$ cat config.mk
export PLATFORM = sky130hd
export DESIGN_NAME = sw_alloc_rr
export DESIGN_NICKNAME = d
export VERILOG_FILES = /design/src/rtl/sw_alloc_rr.sv
export SDC_FILE = /design/constraint.sdc
export NUM_CORES = 1
export LEC_CHECK = 0
export ABC_AREA = 1
export ABC_CLOCK_PERIOD_IN_PS = 4100
export CAP_MARGIN = 20
export CORE_UTILIZATION = 45
export CTS_CLUSTER_SIZE = 8
export DETAILED_ROUTE_END_ITERATION = 10
export PLACE_DENSITY_LB_ADDON = 0.25
export RECOVER_POWER = 100
export SYNTH_ARGS = -nofsm -noshare
export SYNTH_HDL_FRONTEND = slang
export SYNTH_SLANG_ARGS = --single-unit
$ cat constraint.sdc
create_clock -name clk -period 4.1 [get_ports clk]
set_clock_uncertainty 0.05 [all_clocks]
set_input_delay 0.82 -clock clk [delete_from_list [all_inputs] [get_ports clk]]
set_output_delay 0.82 -clock clk [all_outputs]
set_load 0.005 [all_outputs]
$ cat src/rtl/sw_alloc_rr.sv
// sw_alloc_rr: switch allocator for one 5-port mesh router.
// Each output is owned by a small IDLE/LOCKED FSM. In IDLE it picks among
// head flits round-robin. In LOCKED it serves only the packet owner until
// that owner sends its tail flit or stays idle for LOCK_TIMEOUT cycles.
// Grants and crossbar selects are combinational. Error and timeout flags
// are registered one-cycle pulses.
module sw_alloc_rr #(
  parameter int unsigned LOCK_TIMEOUT = 255
) (
  input  logic        clk,
  input  logic        reset,
  input  logic [4:0]  req_valid,
  input  logic [14:0] req_gate,
  input  logic [9:0]  req_type,
  input  logic [4:0]  out_ready,
  output logic [4:0]  grant,
  output logic [4:0]  xbar_valid,
  output logic [14:0] xbar_sel,
  output logic [4:0]  err_gate,
  output logic [4:0]  err_order,
  output logic [4:0]  lock_tmo
);

  typedef enum logic {IDLE = 1'b0, LOCKED = 1'b1} state_t;

  localparam logic [7:0] TMO_LIMIT = 8'(LOCK_TIMEOUT);
  localparam logic [1:0] T_HEAD    = 2'b00;
  localparam logic [1:0] T_TAIL    = 2'b10;

  state_t     state_r [5];
  logic [2:0] owner_r [5];
  logic [2:0] ptr_r   [5];
  logic [7:0] cnt_r   [5];
  logic [4:0] err_gate_r;
  logic [4:0] err_order_r;
  logic [4:0] lock_tmo_r;

  logic [2:0] gate_s [5];
  logic [1:0] type_s [5];
  logic [4:0] legal_s;
  logic [4:0] head_s;
  logic [4:0] err_gate_s;
  logic [4:0] err_order_s;
  logic [4:0] ovalid_s;
  logic [2:0] win_s [5];
  logic [4:0] own_req_s;
  logic [4:0] grant_s;

  // (base + k) mod 5 for the round-robin scan and pointer advance
  function automatic logic [2:0] rr_add(input logic [2:0] base, input logic [2:0] k);
    logic [3:0] sum;
    sum = {1'b0, base} + {1'b0, k};
    if (sum >= 4'd5) begin
      rr_add = 3'(sum - 4'd5);
    end else begin
      rr_add = sum[2:0];
    end
  endfunction

  // Unpack per-input fields and classify flit types and gate legality
  always_comb begin
    for (int i = 0; i < 5; i++) begin
      gate_s[i]     = req_gate[3*i +: 3];
      type_s[i]     = req_type[2*i +: 2];
      legal_s[i]    = (gate_s[i] < 3'd5);
      head_s[i]     = (type_s[i] == 2'b00) || (type_s[i] == 2'b11);
      err_gate_s[i] = req_valid[i] && !legal_s[i];
    end
  end

  // Flag order errors: body/tail to an output not owned by the sender, or head from the current owner
  always_comb begin
    err_order_s = 5'd0;
    for (int i = 0; i < 5; i++) begin
      for (int o = 0; o < 5; o++) begin
        if (req_valid[i] && legal_s[i] && (gate_s[i] == 3'(o))) begin
          if ((state_r[o] == LOCKED) && (owner_r[o] == 3'(i))) begin
            err_order_s[i] = err_order_s[i] | head_s[i];
          end else begin
            err_order_s[i] = err_order_s[i] | !head_s[i];
          end
        end else begin
          err_order_s[i] = err_order_s[i];
        end
      end
    end
  end

  // Per-output arbitration: round-robin among heads when IDLE, owner-only when LOCKED
  always_comb begin
    ovalid_s  = 5'd0;
    own_req_s = 5'd0;
    grant_s   = 5'd0;
    for (int o = 0; o < 5; o++) begin
      win_s[o] = 3'd0;
      if (state_r[o] == IDLE) begin
        if (out_ready[o]) begin
          for (int k = 0; k < 5; k++) begin
            if (!ovalid_s[o] && req_valid[rr_add(ptr_r[o], 3'(k))] &&
                (gate_s[rr_add(ptr_r[o], 3'(k))] == 3'(o)) &&
                head_s[rr_add(ptr_r[o], 3'(k))]) begin
              ovalid_s[o] = 1'b1;
              win_s[o]    = rr_add(ptr_r[o], 3'(k));
            end else begin
              ovalid_s[o] = ovalid_s[o];
            end
          end
        end else begin
          ovalid_s[o] = 1'b0;
        end
      end else begin
        own_req_s[o] = req_valid[owner_r[o]] && (gate_s[owner_r[o]] == 3'(o));
        if (own_req_s[o] && !head_s[owner_r[o]] && out_ready[o]) begin
          ovalid_s[o] = 1'b1;
          win_s[o]    = owner_r[o];
        end else begin
          ovalid_s[o] = 1'b0;
        end
      end
      for (int i = 0; i < 5; i++) begin
        grant_s[i] = grant_s[i] | (ovalid_s[o] && (win_s[o] == 3'(i)));
      end
    end
  end

  // Drive crossbar controls; everything is forced low while reset is held
  always_comb begin
    grant      = 5'd0;
    xbar_valid = 5'd0;
    xbar_sel   = 15'd0;
    if (!reset) begin
      grant      = grant_s;
      xbar_valid = ovalid_s;
      for (int o = 0; o < 5; o++) begin
        if (ovalid_s[o]) begin
          xbar_sel[3*o +: 3] = win_s[o];
        end else begin
          xbar_sel[3*o +: 3] = 3'd0;
        end
      end
    end else begin
      grant      = 5'd0;
      xbar_valid = 5'd0;
      xbar_sel   = 15'd0;
    end
  end

  // Output FSMs, round-robin pointers, lock timeout counters and error pulses
  always_ff @(posedge clk or posedge reset) begin
    if (reset) begin
      for (int o = 0; o < 5; o++) begin
        state_r[o] <= IDLE;
        owner_r[o] <= 3'd0;
        ptr_r[o]   <= 3'd0;
        cnt_r[o]   <= 8'd0;
      end
      err_gate_r  <= 5'd0;
      err_order_r <= 5'd0;
      lock_tmo_r  <= 5'd0;
    end else begin
      err_gate_r  <= err_gate_s;
      err_order_r <= err_order_s;
      for (int o = 0; o < 5; o++) begin
        lock_tmo_r[o] <= 1'b0;
        if (state_r[o] == IDLE) begin
          if (ovalid_s[o]) begin
            ptr_r[o] <= rr_add(win_s[o], 3'd1);
            if (type_s[win_s[o]] == T_HEAD) begin
              state_r[o] <= LOCKED;
              owner_r[o] <= win_s[o];
            end else begin
              state_r[o] <= IDLE;
            end
          end else begin
            ptr_r[o] <= ptr_r[o];
          end
          cnt_r[o] <= 8'd0;
        end else begin
          if (ovalid_s[o]) begin
            cnt_r[o] <= 8'd0;
            if (type_s[owner_r[o]] == T_TAIL) begin
              state_r[o] <= IDLE;
            end else begin
              state_r[o] <= LOCKED;
            end
          end else if (!own_req_s[o]) begin
            // saturating increment; release once the idle run reaches the limit
            if (((cnt_r[o] == 8'hFF) ? 8'hFF : (cnt_r[o] + 8'd1)) >= TMO_LIMIT) begin
              state_r[o]    <= IDLE;
              cnt_r[o]      <= 8'd0;
              lock_tmo_r[o] <= 1'b1;
            end else begin
              cnt_r[o] <= cnt_r[o] + 8'd1;
            end
          end else begin
            cnt_r[o] <= cnt_r[o];
          end
        end
      end
    end
  end

  assign err_gate  = err_gate_r;
  assign err_order = err_order_r;
  assign lock_tmo  = lock_tmo_r;

endmodule

==> metrics.txt <==
result of the run=finished with violations; failing checks=setup timing; standard-cell row count=60; fin cells=3091; DR vias=17701; Avg WL per Cell=roughly 19 um; GPL Wtd Cong=~1.0; top layer reached by signal wires=met4; startpoint types=flop; vias in the first global route=16288; insertion delay of the later-clocked pin in the worst-skew pair=0.36 ns; number of buffers added to fix hold violations after cts=0; Max IR drop VDD=between 0.4 and 0.5 mV; Min Hold Slack=0.473 ns; clock buffers created by TritonCTS=9; Hold Crit Start=cnt_r[8]; proportion of synthesized flip-flops having asynchronous set or reset=1.00; Std-Cell Core Area=0.0272 mm^2; number of nets with antenna violations after routing=0; power per cell area=835 mW/mm^2; Setup crit end kind=output pin; die footprint=0.0285 mm^2; number of failing hold endpoints at the final stage=0; placed wire-length estimate after detailed placement=approximately 43000 um; final setup TNS=-9.14 ns; power share of the clock group=0.053; register bit count reported by yosys=90; predominant post-synthesis flop cell=sky130_fd_sc_hd__dfrtp_1; biggest fanout along the worst timing path=4; vias per cell=about 5.7; first-iteration detailed-routing DRC count=1869; Sw Share=0.530; final antenna diode count=0; maximum root-to-sink buffer count=2; NetSw=around 9100 uW; clock slew at the register clock pins of the worst setup and hold paths=0.09 ns; CP startpoint=ptr_r[7]; Static Leakage=0.0103 uW; WL met2=26700 um; count of maximum capacitance violations=0; critical path class=flop to output pin; total wire length=59000 um; final clock period utilization by the worst path=1.19; Detail Route met3 WL=5600 um; cells after synthesis=2059; cell total after placement=2982; DRC violation count after routing=0; count of cells along the worst register-to-register path=25; Hold Crit Depth=1; overall die width=169 um; pin count of the biggest net entering global routing=49; clk sinks=90; total count of max-transition violations in the final report=0; Post-synth EDFFs=0; number of nets in the final layout=2830; startpoint of the worst register-to-register path=ptr_r[7]; Mapped Nets=2175; area growth from synthesis to final layout=63.6%; Placed Instance Area=0.0174 mm^2; library cell used as clock root buffer=sky130_fd_sc_hd__clkbuf_16; proportion of power drawn by flip-flops and latches=0.077; final count of negative-setup-slack endpoints=25; IO Port Bufs=76; tightest slew margin relative to the limit=0.503; distinct cell type count of the synthesized netlist=66; initial antenna violation count=0; wire length of the first global-routing pass=86600 um; post-synthesis area per instance=about 6.1 um^2; Tightest Pin Transition=0.737 ns; CP Data Arrival Time=4.02 ns; type of the worst min-delay path=flop to flop; relative contribution of combinational cells to total power=0.869; Mapped Area=0.0125 mm^2; crit path time final=just under 5 ns; Design Area, Final=0.0205 mm^2; overall power of the completed layout=17100 uW; proportion of layout cells with a drive suffix above 1=0.417; Die Height=169 um; sequential share of the synthesized area=0.180; GR Overflow Total=0; unrepaired setup endpoints after global routing=yes; GRT Total Usage=0.386; total number of yosys warnings=0; number of detailed-route iterations in the first pass=7; DRT met1 WL=23700 um; TritonCTS clock tree=built; fin worst setup slack=-0.786 ns; P_int=between 8000 and 9000 uW; Achievable Freq=205 MHz; worst endpoint required time=3.23 ns; H-tree level count=3; count of pins on the block boundary=slightly below 80; effective utilization at floorplan=0.462
==> state kept, by name (all words and copies together), names as in the netlist <==
name	count
cnt_r	40
err_gate	5
lock_tmo	5
owner_r	15
err_order	5
ptr_r	15
state_r	5
==> per-stage QoR <==
step,setup WS [ns],utilization
after floorplan,-0.0547,-
after global placement,-1.28,0.640
after detailed placement,-1.34,0.640
after CTS,-0.686,0.711
after global routing,-0.883,0.755
final,-0.786,0.755
==> worst paths after layout <==
kind	end	slack [ns]
max	grant[1]	-0.79
min	cnt_r[8]	0.47
max reg2reg	ptr_r[6]	0.08
min reg2reg	cnt_r[8]	0.47
max in group asynchronous	ptr_r[10]	2.14
min in group asynchronous	owner_r[5]	1.12
==> routing by layer <==
| metal | track usage | up-vias |
|---|---|---|
| li1 | - | 8138 |
| met1 | 0.513 | 8219 |
| met2 | 0.636 | 1100 |
| met3 | 0.0514 | 244 |
| met4 | 0.145 | 0 |
| met5 | 0 | - |
==> power groups by stage <==
stage,clock network (uW),registers (uW),logic (uW)
2_1_floorplan,0,1290,6000
3_3_place_gp,0,1290,10800
3_5_place_dp,0,1310,11000
4_1_cts,904,1310,12900
5_1_grt,941,1340,15800
6_report,913,1330,14900
==> critical path, cell delays in order, from the launching register on <==
cell and delay, ns:
sky130_fd_sc_hd__dfrtp_1 0.39, sky130_fd_sc_hd__buf_6 0.11, sky130_fd_sc_hd__ha_4 0.12, sky130_fd_sc_hd__inv_2 0.03
sky130_fd_sc_hd__fa_2 0.40, sky130_fd_sc_hd__a21oi_4 0.18, sky130_fd_sc_hd__buf_6 0.15, sky130_fd_sc_hd__nand2_4 0.06
sky130_fd_sc_hd__buf_6 0.11, sky130_fd_sc_hd__nand3_2 0.05, sky130_fd_sc_hd__nand3_1 0.07, sky130_fd_sc_hd__o21ai_1 0.10
sky130_fd_sc_hd__nand2_1 0.11, sky130_fd_sc_hd__nand2_2 0.12, sky130_fd_sc_hd__buf_6 0.11, sky130_fd_sc_hd__a21oi_4 0.08
sky130_fd_sc_hd__buf_6 0.12, sky130_fd_sc_hd__buf_4 0.12, sky130_fd_sc_hd__nand3b_1 0.12, sky130_fd_sc_hd__nand3_2 0.11
sky130_fd_sc_hd__nand2_4 0.11, sky130_fd_sc_hd__nand2_4 0.07, sky130_fd_sc_hd__nor2_2 0.23, sky130_fd_sc_hd__nand2_1 0.14
sky130_fd_sc_hd__o21ai_4 0.10, sky130_fd_sc_hd__nor2_2 0.08, sky130_fd_sc_hd__nor2_1 0.11, sky130_fd_sc_hd__buf_2 0.14
==> logic make-up (layout without fill, tap and decap cells) <==
logic type	Yosys count	after routing	share of synthesized area
adders and majority gates	79	79	0.0818
DFF	90	90	0.180
xor gates and xnor gates	58	58	0.0411
buffers and inverters	340	1000	0.106
muxes	1	1	0.000798
and+or+nand+nor	1165	1165	0.422
AOI/OAI and AO/OA	326	326	0.168
==> cell usage in the layout (no fill, tap or decap), types with 8 or more instances in the layout <==
| master | n |
|---|---|
| sky130_fd_sc_hd__inv_2 | 61 |
| sky130_fd_sc_hd__dfrtp_1 | 86 |
| sky130_fd_sc_hd__a21oi_2 | 9 |
| sky130_fd_sc_hd__o21ai_4 | 10 |
| sky130_fd_sc_hd__a21oi_4 | 16 |
| sky130_fd_sc_hd__xor2_1 | 32 |
| sky130_fd_sc_hd__dlygate4sd2_1 | 26 |
| sky130_fd_sc_hd__nand2_2 | 125 |
| sky130_fd_sc_hd__o22ai_1 | 47 |
| sky130_fd_sc_hd__o211ai_1 | 11 |
| sky130_fd_sc_hd__inv_4 | 9 |
| sky130_fd_sc_hd__clkbuf_16 | 9 |
| sky130_fd_sc_hd__a21oi_1 | 43 |
| sky130_fd_sc_hd__ha_1 | 38 |
| sky130_fd_sc_hd__nor2_1 | 128 |
| sky130_fd_sc_hd__clkdlybuf4s50_1 | 22 |
| sky130_fd_sc_hd__nand3_1 | 190 |
| sky130_fd_sc_hd__nor3_1 | 20 |
| sky130_fd_sc_hd__nand3b_1 | 17 |
| sky130_fd_sc_hd__inv_1 | 246 |
| sky130_fd_sc_hd__nor2_4 | 35 |
| sky130_fd_sc_hd__buf_6 | 68 |
| sky130_fd_sc_hd__ha_4 | 23 |
| sky130_fd_sc_hd__buf_2 | 19 |
| sky130_fd_sc_hd__o21ai_1 | 27 |
| sky130_fd_sc_hd__buf_4 | 513 |
| sky130_fd_sc_hd__ha_2 | 13 |
| sky130_fd_sc_hd__nor2_2 | 33 |
| sky130_fd_sc_hd__nand2_4 | 42 |
| sky130_fd_sc_hd__o21ai_0 | 84 |
| sky130_fd_sc_hd__xnor2_1 | 12 |
| sky130_fd_sc_hd__nand3_4 | 16 |
| sky130_fd_sc_hd__o21ai_2 | 12 |
| sky130_fd_sc_hd__xor2_2 | 8 |
| sky130_fd_sc_hd__nand2_1 | 450 |
| sky130_fd_sc_hd__o221ai_1 | 10 |
| sky130_fd_sc_hd__nand4_1 | 43 |
| sky130_fd_sc_hd__nand3_2 | 45 |
==> final cells by class <==
class                           count  area (um^2)
Timing Repair Buffer              663         5360
Fill cell                        2117         6660
Multi-Input combinational cell   1629        10900
Tap cell                          372          465
Clock inverter                      7         60.1
Clock buffer                        9          225
Inverter                          321         1240
Sequential cell                    90         2260
==> what timing repair did <==
item	in CTS	in global routing
setup endpoints to repair	29	30
gates resized for setup	473	262
setup buffers	69	43
pin swaps	126	127
==> synthesized netlist by cell type (all sizes together), types with 2 or more instances <==
cell / n / area share
o31ai: 6 / 0.0036
nand4: 46 / 0.026
a221oi: 3 / 0.0021
inv: 318 / 0.095
nor3: 29 / 0.015
dfrtp: 90 / 0.18
o32ai: 7 / 0.0049
a21oi: 68 / 0.035
clkinv: 3 / 0.00090
ha: 74 / 0.074
nor4: 3 / 0.0015
buf: 16 / 0.0094
o41ai: 4 / 0.0043
nand2: 619 / 0.20
nand3b: 17 / 0.010
o311ai: 4 / 0.0028
fa: 5 / 0.0080
o2111ai: 7 / 0.0049
xor2: 43 / 0.031
nand3: 251 / 0.10
o21a: 2 / 0.0012
o21ai: 133 / 0.056
o221ai: 10 / 0.0070
o22ai: 48 / 0.024
a22oi: 5 / 0.0030
or2: 3 / 0.0017
a31oi: 4 / 0.0025
a211oi: 4 / 0.0024
a32o: 2 / 0.0016
xnor2: 15 / 0.010
clkbuf: 3 / 0.00090
nor2: 196 / 0.063
o211ai: 12 / 0.0083
Power figures use the tool's default switching activity.
